[src/rtl/usbh_hid_report_arbiter.sv]
// Round-robin merge of one-report-deep HID buffers from several USB host ports into one tagged stream.
// Latency: strobe at edge N reaches out_valid after edge N+1 when idle; back-to-back grants follow on every accepting cycle.
// Backpressure: out_valid/out_report hold until out_ready; a port re-strobing while pending overwrites it and pulses overrun.
// Optional feature: define HID_ARB_STALE_EN for per-port stale timeout (port_active drop, buffer cleared).
module usbh_hid_report_arbiter #(
  parameter int C_ports        = 3,
  parameter int C_report_bytes = 20,
  parameter int C_stale_cycles = 6000000
) (
  input  logic                              clk,
  input  logic                              resetn,
  input  logic [C_ports*C_report_bytes*8-1:0] hid_report,
  input  logic [C_ports-1:0]                hid_valid,
  output logic [C_report_bytes*8-1:0]       out_report,
  output logic [1:0]                        out_port,
  output logic                              out_valid,
  input  logic                              out_ready,
  output logic [C_ports-1:0]                port_active,
  output logic                              overrun
);

  localparam int RW = C_report_bytes * 8;
  localparam int PW = (C_ports > 1) ? $clog2(C_ports) : 1;

  typedef enum logic {
    ST_IDLE = 1'b0,
    ST_HOLD = 1'b1
  } state_t;

  state_t          state;
  state_t          state_nxt;
  logic [RW-1:0]   hold [C_ports];
  logic [C_ports-1:0] pending;
  logic [PW-1:0]   rr;
  logic            hi_any;
  logic            lo_any;
  logic [PW-1:0]   hi_idx;
  logic [PW-1:0]   lo_idx;
  logic [PW-1:0]   gnt_idx;
  logic            gnt_any;
  logic            grant_fire;
  logic            out_clear;
  logic [C_ports-1:0] gnt_mask;
  logic [C_ports-1:0] stale_hit;

  // Out-of-range configurations leave this named block in the hierarchy as a marker.
  if (C_ports < 1 || C_ports > 4 || C_stale_cycles < 1) begin : g_cfg_invalid
  end

`ifdef HID_ARB_STALE_EN
  localparam int CW = $clog2(C_stale_cycles + 1);
  localparam logic [CW-1:0] STALE_MAX  = CW'(C_stale_cycles);
  localparam logic [CW-1:0] STALE_LAST = CW'(C_stale_cycles - 1);

  logic [CW-1:0] stale_cnt [C_ports];

  // Per-port idle counter: restarts on every report, parks at the limit.
  always_ff @(posedge clk or negedge resetn) begin
    if (!resetn) begin
      for (int i = 0; i < C_ports; i++) stale_cnt[i] <= '0;
    end else begin
      for (int i = 0; i < C_ports; i++) begin
        if (hid_valid[i])                 stale_cnt[i] <= '0;
        else if (stale_cnt[i] != STALE_MAX) stale_cnt[i] <= stale_cnt[i] + CW'(1);
      end
    end
  end

  // Single-cycle stale event on the transition into the limit; a fresh report suppresses it.
  always_comb begin
    stale_hit = '0;
    for (int i = 0; i < C_ports; i++)
      stale_hit[i] = !hid_valid[i] && (stale_cnt[i] == STALE_LAST);
  end
`else
  assign stale_hit = '0;
`endif

  // Round-robin pick: lowest pending index at/after rr, otherwise lowest pending overall (wrap).
  always_comb begin
    hi_any = 1'b0;
    lo_any = 1'b0;
    hi_idx = '0;
    lo_idx = '0;
    for (int i = C_ports - 1; i >= 0; i--) begin
      if (pending[i]) begin
        if (i >= int'(rr)) begin
          hi_any = 1'b1;
          hi_idx = PW'(i);
        end
        lo_any = 1'b1;
        lo_idx = PW'(i);
      end
    end
    gnt_any = lo_any;
    gnt_idx = hi_any ? hi_idx : lo_idx;
  end

  // FSM next state and grant/drop decisions.
  always_comb begin
    state_nxt  = state;
    grant_fire = 1'b0;
    out_clear  = 1'b0;
    case (state)
      ST_IDLE: begin
        if (gnt_any) begin
          grant_fire = 1'b1;
          state_nxt  = ST_HOLD;
        end
      end
      ST_HOLD: begin
        if (out_ready) begin
          if (gnt_any) begin
            grant_fire = 1'b1;
          end else begin
            out_clear = 1'b1;
            state_nxt = ST_IDLE;
          end
        end
      end
      default: state_nxt = ST_IDLE;
    endcase
  end

  // One-hot of the port being granted this cycle (used to exempt it from overrun).
  always_comb begin
    gnt_mask = '0;
    for (int i = 0; i < C_ports; i++)
      gnt_mask[i] = grant_fire && (gnt_idx == PW'(i));
  end

  // FSM state register.
  always_ff @(posedge clk or negedge resetn) begin
    if (!resetn) state <= ST_IDLE;
    else         state <= state_nxt;
  end

  // Per-port buffers: capture beats grant-clear, stale clears everything the port owns.
  always_ff @(posedge clk or negedge resetn) begin
    if (!resetn) begin
      for (int i = 0; i < C_ports; i++) hold[i] <= '0;
      pending     <= '0;
      port_active <= '0;
    end else begin
      for (int i = 0; i < C_ports; i++) begin
        if (hid_valid[i]) begin
          hold[i]        <= hid_report[i*RW +: RW];
          pending[i]     <= 1'b1;
          port_active[i] <= 1'b1;
        end else if (stale_hit[i]) begin
          hold[i]        <= '0;
          pending[i]     <= 1'b0;
          port_active[i] <= 1'b0;
        end else if (gnt_mask[i]) begin
          pending[i]     <= 1'b0;
        end
      end
    end
  end

  // Overrun: a new report lands on a still-pending, not-being-granted buffer.
  always_ff @(posedge clk or negedge resetn) begin
    if (!resetn) overrun <= 1'b0;
    else         overrun <= |(hid_valid & pending & ~gnt_mask);
  end

  // Output register and round-robin pointer; output only changes on a grant or a drop.
  always_ff @(posedge clk or negedge resetn) begin
    if (!resetn) begin
      out_report <= '0;
      out_port   <= '0;
      out_valid  <= 1'b0;
      rr         <= '0;
    end else if (grant_fire) begin
      out_report <= hold[gnt_idx];
      out_port   <= 2'(gnt_idx);
      out_valid  <= 1'b1;
      rr         <= (gnt_idx == PW'(C_ports - 1)) ? '0 : gnt_idx + PW'(1);
    end else if (out_clear) begin
      out_valid  <= 1'b0;
    end
  end

endmodule

[config.mk]
export PLATFORM = sky130hd
export DESIGN_NAME = usbh_hid_report_arbiter
export DESIGN_NICKNAME = d
export VERILOG_FILES = /design/src/rtl/usbh_hid_report_arbiter.sv
export SDC_FILE = /design/constraint.sdc
export NUM_CORES = 1
export LEC_CHECK = 0
export CAP_MARGIN = 20
export CORE_MARGIN = 2
export CORE_UTILIZATION = 45
export DETAILED_ROUTE_END_ITERATION = 12
export HOLD_SLACK_MARGIN = 0.12
export PLACE_DENSITY_LB_ADDON = 0.1
export SETUP_SLACK_MARGIN = 0.05
export SYNTH_ARGS = -nofsm -noshare
export SYNTH_HDL_FRONTEND = slang
export SYNTH_SLANG_ARGS = --single-unit
[constraint.sdc]
create_clock -name clk -period 1.6 [get_ports clk]
set_input_delay 0.32 -clock clk [delete_from_list [all_inputs] [get_ports clk]]
set_output_delay 0.32 -clock clk [all_outputs]
set_load 0.005 [all_outputs]
==> results.ini, run 1 <==
[place]
gp_congestion=0.8788
placed_area_um2=36300
port_buffers=652
dp_slack_ns=-0.3809
hpwl_um=63540

[power_and_ir_drop]
p_leak_uw=0.01774
p_int_uw=45540
pwr-share-clk=0.246
peakVddDrop_mv=1.004
pwr-share-comb=0.422
power_density_nw_per_um2=1620
p_sw_uw=21730
sw_frac_of_total=0.3230
pwr-share-seq=0.331

[critical_path]
reg2reg_depth=9
worstPathRequired_ns=2.07
worstReg2RegStart=rr[1]
critical_path.startpoint_type=flip-flop
crit_top_cell=buf_6
slowest_stage=dfrtp_2
crit_type=flip-flop to flip-flop
crit_chain=buf_6, nor3b_4, o31ai_4, buf_6, nand2_8, buf_6, buf_12, clkbuf_16, o211ai_2
cp_max_fo=6
slowest_delay_ns=0.45
cp.depth=9
end_kind=flip-flop
timing.rr.end=out_report[131]
cpLargestDelayFamily=buffers and inverters
arrival_ns=2.35
reg2reg_setup_slack_ns=-0.28
worstSetupEndpoint=out_report[131]
critPathBufInv=5
crit_path_start=rr[1]

[die]
die_area_um2=63140
core_um2=60360
io_pins=653
num_rows=90
start_util=0.4559
die_h_um=251.3
die_w_um=251.3

[timing]
setup_violations=164
rsz0062_at_grt=yes
drv_slew=0
relSlewSlack=0.6010
worst_pin_slew_ns=0.5985
fin_crit_ns=1.882
post-route-period-util=1.176
max_freq_mhz=531.5
skew_ns=0.02150
final.setup.worst_slack_ns=-0.2815
hold_viol_final=0

[clock_network]
cts-root-buf=clkbuf_16
path_clk_slew_ns=0.06
cts_sinks=653
cts_tree=yes
clockBufferDepth=3
insertion_delay_ns=0.61
htree_levels=3
cts-buffers-inserted=70

[detailed_routing]
ant_nets=0
drt-total-wl_um=97980
vias_per_cell=5.560
drcViolationCount=0
wire_per_inst_um=26.80
initialDrtViolationCount=1072
num_vias=20330
drt_first_pass_iters=7

[final_layout]
layout.nets=3295
final_cell_area_um2=41520
syn_to_final_growth_pct=50.89
drive_gt1_frac=0.4596

[outcome]
status=finished with violations
violations=setup timing

[global_route]
grt_max_degree=79
grt_remaining_overflow=0
grt_pass1_wl_um=140700
grt_pass1_vias=21990
grt_usage=0.3004
antenna_found_initial=22

[logic_synthesis]
ys_seq_area_frac=0.5938
synth_top_area_frac=0.5938
synth-warning-count=0
yosysTopAreaCell=dfrtp_1
synthCells=1963
postSynthAreaPerCell_um2=14.02
syn_area_um2=27520
synth_area_leaders=dfrtp_1 59%, mux2_2 20%, mux2i_1 5.8%, o211ai_2 5.0%, nand3_1 2.9%
yosysUniqueCellTypes=33
synth-seq-cells=653
synth_nets=2449

[hold_path]
min_path_type=primary input to asynchronous set/reset pin

[flow_run]
cap_violations=0

==> sequential cells by signal, indices dropped and copies added (netlist names) <==
name         flops
pending          3
out_report     160
hold           480
port_active      3
out_port         2
state            1
overrun          1
rr               2
out_valid        1
==> power by group through the flow <==
stage / logic [µW] / registers [µW] / clock network, µW
2_1_floorplan: 10300 / 21800 / 0
3_3_place_gp: 20500 / 22200 / 0
3_5_place_dp: 20800 / 22300 / 0
4_1_cts: 26000 / 22100 / 16800
5_1_grt: 29700 / 22600 / 17500
6_report: 28400 / 22300 / 16600
==> cells by family after synthesis <==
group	count (synthesis)	synth area share
simple gates	346	0.05574
mux	638	0.2539
buf+inv	147	0.02805
flops	653	0.5938
compound gates	179	0.06852
==> worst reg2reg max path, cell delays in order (launching register included) <==
cell	delay [ns]
dfrtp_2	0.45
buf_6	0.14
nor3b_4	0.25
o31ai_4	0.13
buf_6	0.14
nand2_8	0.11
buf_6	0.12
buf_12	0.15
clkbuf_16	0.18
o211ai_2	0.10
==> routing by layer <==
layer,wire length (µm),track usage,share of wire
met1,38470,0.3716,0.39
met2,49370,0.5146,0.50
met3,5952,0.06471,0.061
met4,4068,0.1189,0.042
met5,121,0,0.0012
==> cell type report <==
class / instances / area [µm²]
fillers: 4224 / 18840
flip-flops and latches: 653 / 16350
multi-input cells: 1163 / 11820
repair buffers: 917 / 9966
clock buffers: 108 / 2160
well taps: 782 / 978.4
clock inverters: 16 / 201.4
diodes: 13 / 32.53
inverters: 4 / 15.01
==> cells in the mapped netlist <==
cell type  count
buf_2         41
o221ai_1       2
nor2_2         1
nand2b_1       2
or3_1          1
a2bb2oi_1      1
nor2b_1        2
nor2_1         1
nor3_1         1
mux2_2       479
buf_1         10
a21oi_4        1
o31ai_2        1
or2_2          3
inv_1          4
buf_4         18
nand2_1      173
o31a_1         1
nand3_1      160
o211ai_2     109
a211oi_1       1
clkbuf_4       1
nor3b_2        1
nand2_2        1
mux2i_1      159
buf_6         13
o21ai_0        7
dfrtp_1      653
a21oi_1        2
clkbuf_1      60
a22oi_1        1
o211ai_1      52
a21o_1         1
==> cell usage in the layout (no fill, tap or decap), types with 39 or more instances in the layout <==
| cell type | count |
|---|---|
| clkdlybuf4s50_1 | 481 |
| o211ai_1 | 52 |
| nand3_1 | 74 |
| buf_2 | 138 |
| clkbuf_16 | 89 |
| buf_12 | 79 |
| mux2i_1 | 69 |
| mux2_2 | 479 |
| mux2i_4 | 54 |
| nand2_1 | 168 |
| nand3_2 | 78 |
| o211ai_2 | 109 |
| buf_16 | 39 |
| buf_4 | 103 |
| dfrtp_1 | 647 |
==> through the flow <==
stage	util	hold WS, ns	cells	TNS [ns]	total power, µW
2_1_floorplan	-	0.02441	1963	0	32100
3_3_place_gp	0.6014	0.1800	3397	-42.28	42710
3_5_place_dp	0.6014	0.1822	3397	-45.45	43110
4_1_cts	0.6698	0.1330	3622	-23.61	64940
5_1_grt	0.6879	0.1485	3656	-45.41	69790
6_report	0.6879	0.1535	3656	-34.31	67270
==> worst min path at each step <==
stage,start,end,slack [ns],cells after the start
CTS,resetn,hold[424],0.13,2
floorplan,resetn,hold[0],0.02,0
global placement,resetn,hold[427],0.18,1
detailed placement,resetn,hold[424],0.18,1
global route,resetn,hold[424],0.15,2
finish,resetn,hold[264],0.15,2
==> what timing repair did <==
action,in CTS,in global routing
endpoints found under the hold margin,304,0
pin swaps,48,81
gates cloned,32,16
endpoints found under the setup margin,333,181
gates resized for setup,816,167
buffers inserted,68,14
hold buffers,2,0
No activity file was read; power rests on OpenSTA's default activity.
==> run 2: changes to the inputs <==
ABC_AREA = 1   (was default)
CORE_MARGIN = 1.5   (was 2)
CORE_UTILIZATION = 46   (was 45)
==> results.ini, run 2 <==
[outcome]
status=finished with violations
violations=setup timing

[timing]
drv_slew=0  ; unchanged
max_freq_mhz=618.7  ; +16%
final.setup.worst_slack_ns=-0.01631  ; +0.2652 ns
setup_violations=3  ; -98%
post-route-period-util=1.010  ; -0.1658
hold_viol_final=0  ; unchanged
rsz0062_at_grt=yes
relSlewSlack=0.6746  ; +0.07356
skew_ns=0.01940  ; -0.002098 ns
fin_crit_ns=1.616  ; -0.2652 ns
worst_pin_slew_ns=0.4881  ; -0.1103 ns

[logic_synthesis]
synth.most_common_cell=nand2_1
synth_fa_ha_area_frac=0  ; unchanged
yosysUniqueCellTypes=20  ; -39%
synth-warning-count=0  ; unchanged
syn_area_um2=29040  ; +5.5%
synth-seq-cells=653  ; unchanged
synth_compound_area_frac=0.08324  ; +0.01471
synth_nets=4144  ; +69%
synth_area_leaders=dfrtp_1 56%, nand2_1 15%, nand3_1 8.3%, inv_1 6.2%, o21ai_0 5.5%
ys.flop_type=dfrtp_1
ys_async_sr_fraction=1.000  ; unchanged
synth_xor_area_frac=0  ; unchanged
synth_common_cells=1133 x nand2_1, 653 x dfrtp_1, 484 x nand3_1
synth_mux_area_frac=0.0007755  ; -0.2531
ys_seq_area_frac=0.5627  ; -0.03116
synthCells=3658  ; +86%
synth_edf_count=0  ; unchanged
synth_top_family_by_area=simple AND/OR/NAND/NOR gates
postSynthAreaPerCell_um2=7.939  ; -43%
yosysTopAreaCell=dfrtp_1
synth_top_area_frac=0.5627  ; -0.03116
synth-simple-area-share=0.2540  ; +0.1983

[final_layout]
final_cell_mix=1110 x nand2_1, 650 x dfrtp_1, 481 x clkdlybuf4s50_1
drive_gt1_frac=0.1618  ; -0.2979
final_common_cell=nand2_1
final_cells=5260  ; +44%
reg.largest.list=hold x480, out_report x160
largest_reg_flops=480  ; unchanged
top_register=hold
syn_to_final_growth_pct=43.17
n_fill_cell=5185  ; +23%
layout.nets=4850  ; +47%
final_util=0.6701  ; -0.01787

[hold_path]
min_path_type=primary input to asynchronous set/reset pin

[place]
place_inst=5057  ; +49%
port_buffers=652  ; unchanged
gp_congestion=0.8639  ; -1.7%
dp_slack_ns=-0.1639  ; +0.2170 ns
hpwl_um=70650  ; +11%

[clock_network]
cts-root-buf=clkbuf_16
cts_tree=yes
cts_sinks=653  ; unchanged
htree_levels=3  ; unchanged
cts-buffers-inserted=70  ; unchanged
insertion_delay_ns=0.61  ; about the same
path_clk_slew_ns=0.06  ; about the same
clockBufferDepth=3  ; unchanged

[power_and_ir_drop]
peakVddDrop_mv=0.9229  ; -8.1%
p_leak_uw=0.02086  ; +18%
power_density_nw_per_um2=1654  ; +2.1%

[critical_path]
end_kind=flip-flop
arrival_ns=2.11  ; -0.24 ns
critical_path.startpoint_type=flip-flop
worstPathRequired_ns=2.09  ; +0.02 ns
crit_type=flip-flop to flip-flop
cp_max_fo=10  ; +4

[die]
die_h_um=254.3  ; +1.2%
num_rows=91  ; +1.1%
die_w_um=254.3  ; +1.2%
io_pins=653  ; unchanged
die_area_um2=64650  ; +2.4%
core_um2=62050  ; +2.8%
start_util=0.4680  ; +0.01210

[detailed_routing]
num_vias=27610  ; +36%
ant_nets=0  ; unchanged
wire_per_inst_um=20.15  ; -25%
drcViolationCount=0  ; unchanged
initialDrtViolationCount=2330  ; +120%
drt_first_pass_iters=5  ; -2
vias_per_cell=5.249  ; -5.6%
drt-total-wl_um=106000  ; +8.2%

[flow_run]
cap_violations=0  ; unchanged

[global_route]
grt_pass1_vias=26560  ; +21%
grt_remaining_overflow=0  ; unchanged
grt_pass1_wl_um=152000  ; +8.0%
antenna_found_initial=13  ; -41%
grt_max_degree=87  ; +10%
grt_usage=0.3060  ; +0.005570

==> run 2: cell count changes after synthesis, moves of 62 or more <==
cell      before   now
nand3_1      160   484
buf_2         41   103
mux2_2       479     2
inv_1          4   482
mux2i_1      159     0
o211ai_2     109     0
nor2_1         1   163
a21oi_1        2   159
o21ai_0        7   321
nand2_1      173  1133
==> run 2: metal layers <==
layer / vias up / part of all wire / track usage
li1: 12820 / - / -
met1: 13320 / 0.41 / 0.4102
met2: 1225 / 0.47 / 0.4870
met3: 244 / 0.081 / 0.06011
met4: 8 / 0.045 / 0.1277
met5: - / 0.00047 / 0
==> run 2: cell type report <==
| cell class | count | area (µm²) | share of cell area |
|---|---|---|---|
| diodes | 9 | 22.52 | 0.0005416 |
| repair buffers | 874 | 9269 | 0.2229 |
| clock inverters | 12 | 131.4 | 0.003160 |
| inverters | 486 | 1837 | 0.04417 |
| well taps | 837 | 1047 | 0.02519 |
| flip-flops and latches | 653 | 16340 | 0.3931 |
| multi-input cells | 2279 | 10850 | 0.2610 |
| clock buffers | 110 | 2076 | 0.04992 |
==> run 2: per-stage QoR <==
stage	setup TNS (ns)	power [µW]	hold WS [ns]	cell area [µm²]
after floorplan	0	33490	0.02441	29040
after global placement	-17.19	47760	0.1745	37700
after detailed placement	-20.94	47970	0.1753	37700
after CTS	0	63210	0.1215	39770
after global routing	-4.633	72050	0.1482	41570
final	-0.02100	68780	0.1442	41580
==> run 2: kinds of logic after synthesis <==
family                 Yosys count
AO/OA/AOI/OAI                  482
buffers and inverters          728
flip-flops                     653
multiplexers                     2
AND/OR/NAND/NOR               1793
==> run 2: worst max-delay path: stages, from the launching register on <==
cell and delay, ns:
dfrtp_2 0.44, buf_4 0.16, nand3_4 0.10, buf_8 0.15, buf_16 0.18, buf_12 0.15
nand3_1 0.11, nand3_1 0.12, a21oi_1 0.08
==> run 2: path summary, 6_finish.rpt <==
path | slack [ns] | endpoint | from | cells after the start
worst max register to register | -0.02 | out_report[149] | pending[0] | 8
worst min register to register | 0.47 | hold[110] | hold[110] | 2
max in group asynchronous | 0.64 | hold[367] | resetn | 4
min in group clk | 0.15 | hold[435] | hid_valid[0] | 3
worst min-delay path | 0.14 | out_report[154] | resetn | 2
worst max-delay path | -0.02 | out_report[149] | pending[0] | 8
==> run 2: power by group <==
group          leakage (µW)  total [µW]  switching [µW]  internal [µW]
registers           0.00779       22000            2180          19800
clock network       0.00108       15900            6660           9240
logic                0.0120       30900           17400          13500
==> run 2: what timing repair did <==
| item | in CTS | in global routing |
|---|---|---|
| gates cloned | 3 | 34 |
| gates resized for setup | 679 | 240 |
| hold endpoints to repair | 602 | 0 |
| buffers inserted | 25 | 7 |
| pin swaps | 7 | 103 |
| hold buffers | 3 | 0 |
| setup endpoints to repair | 312 | 188 |
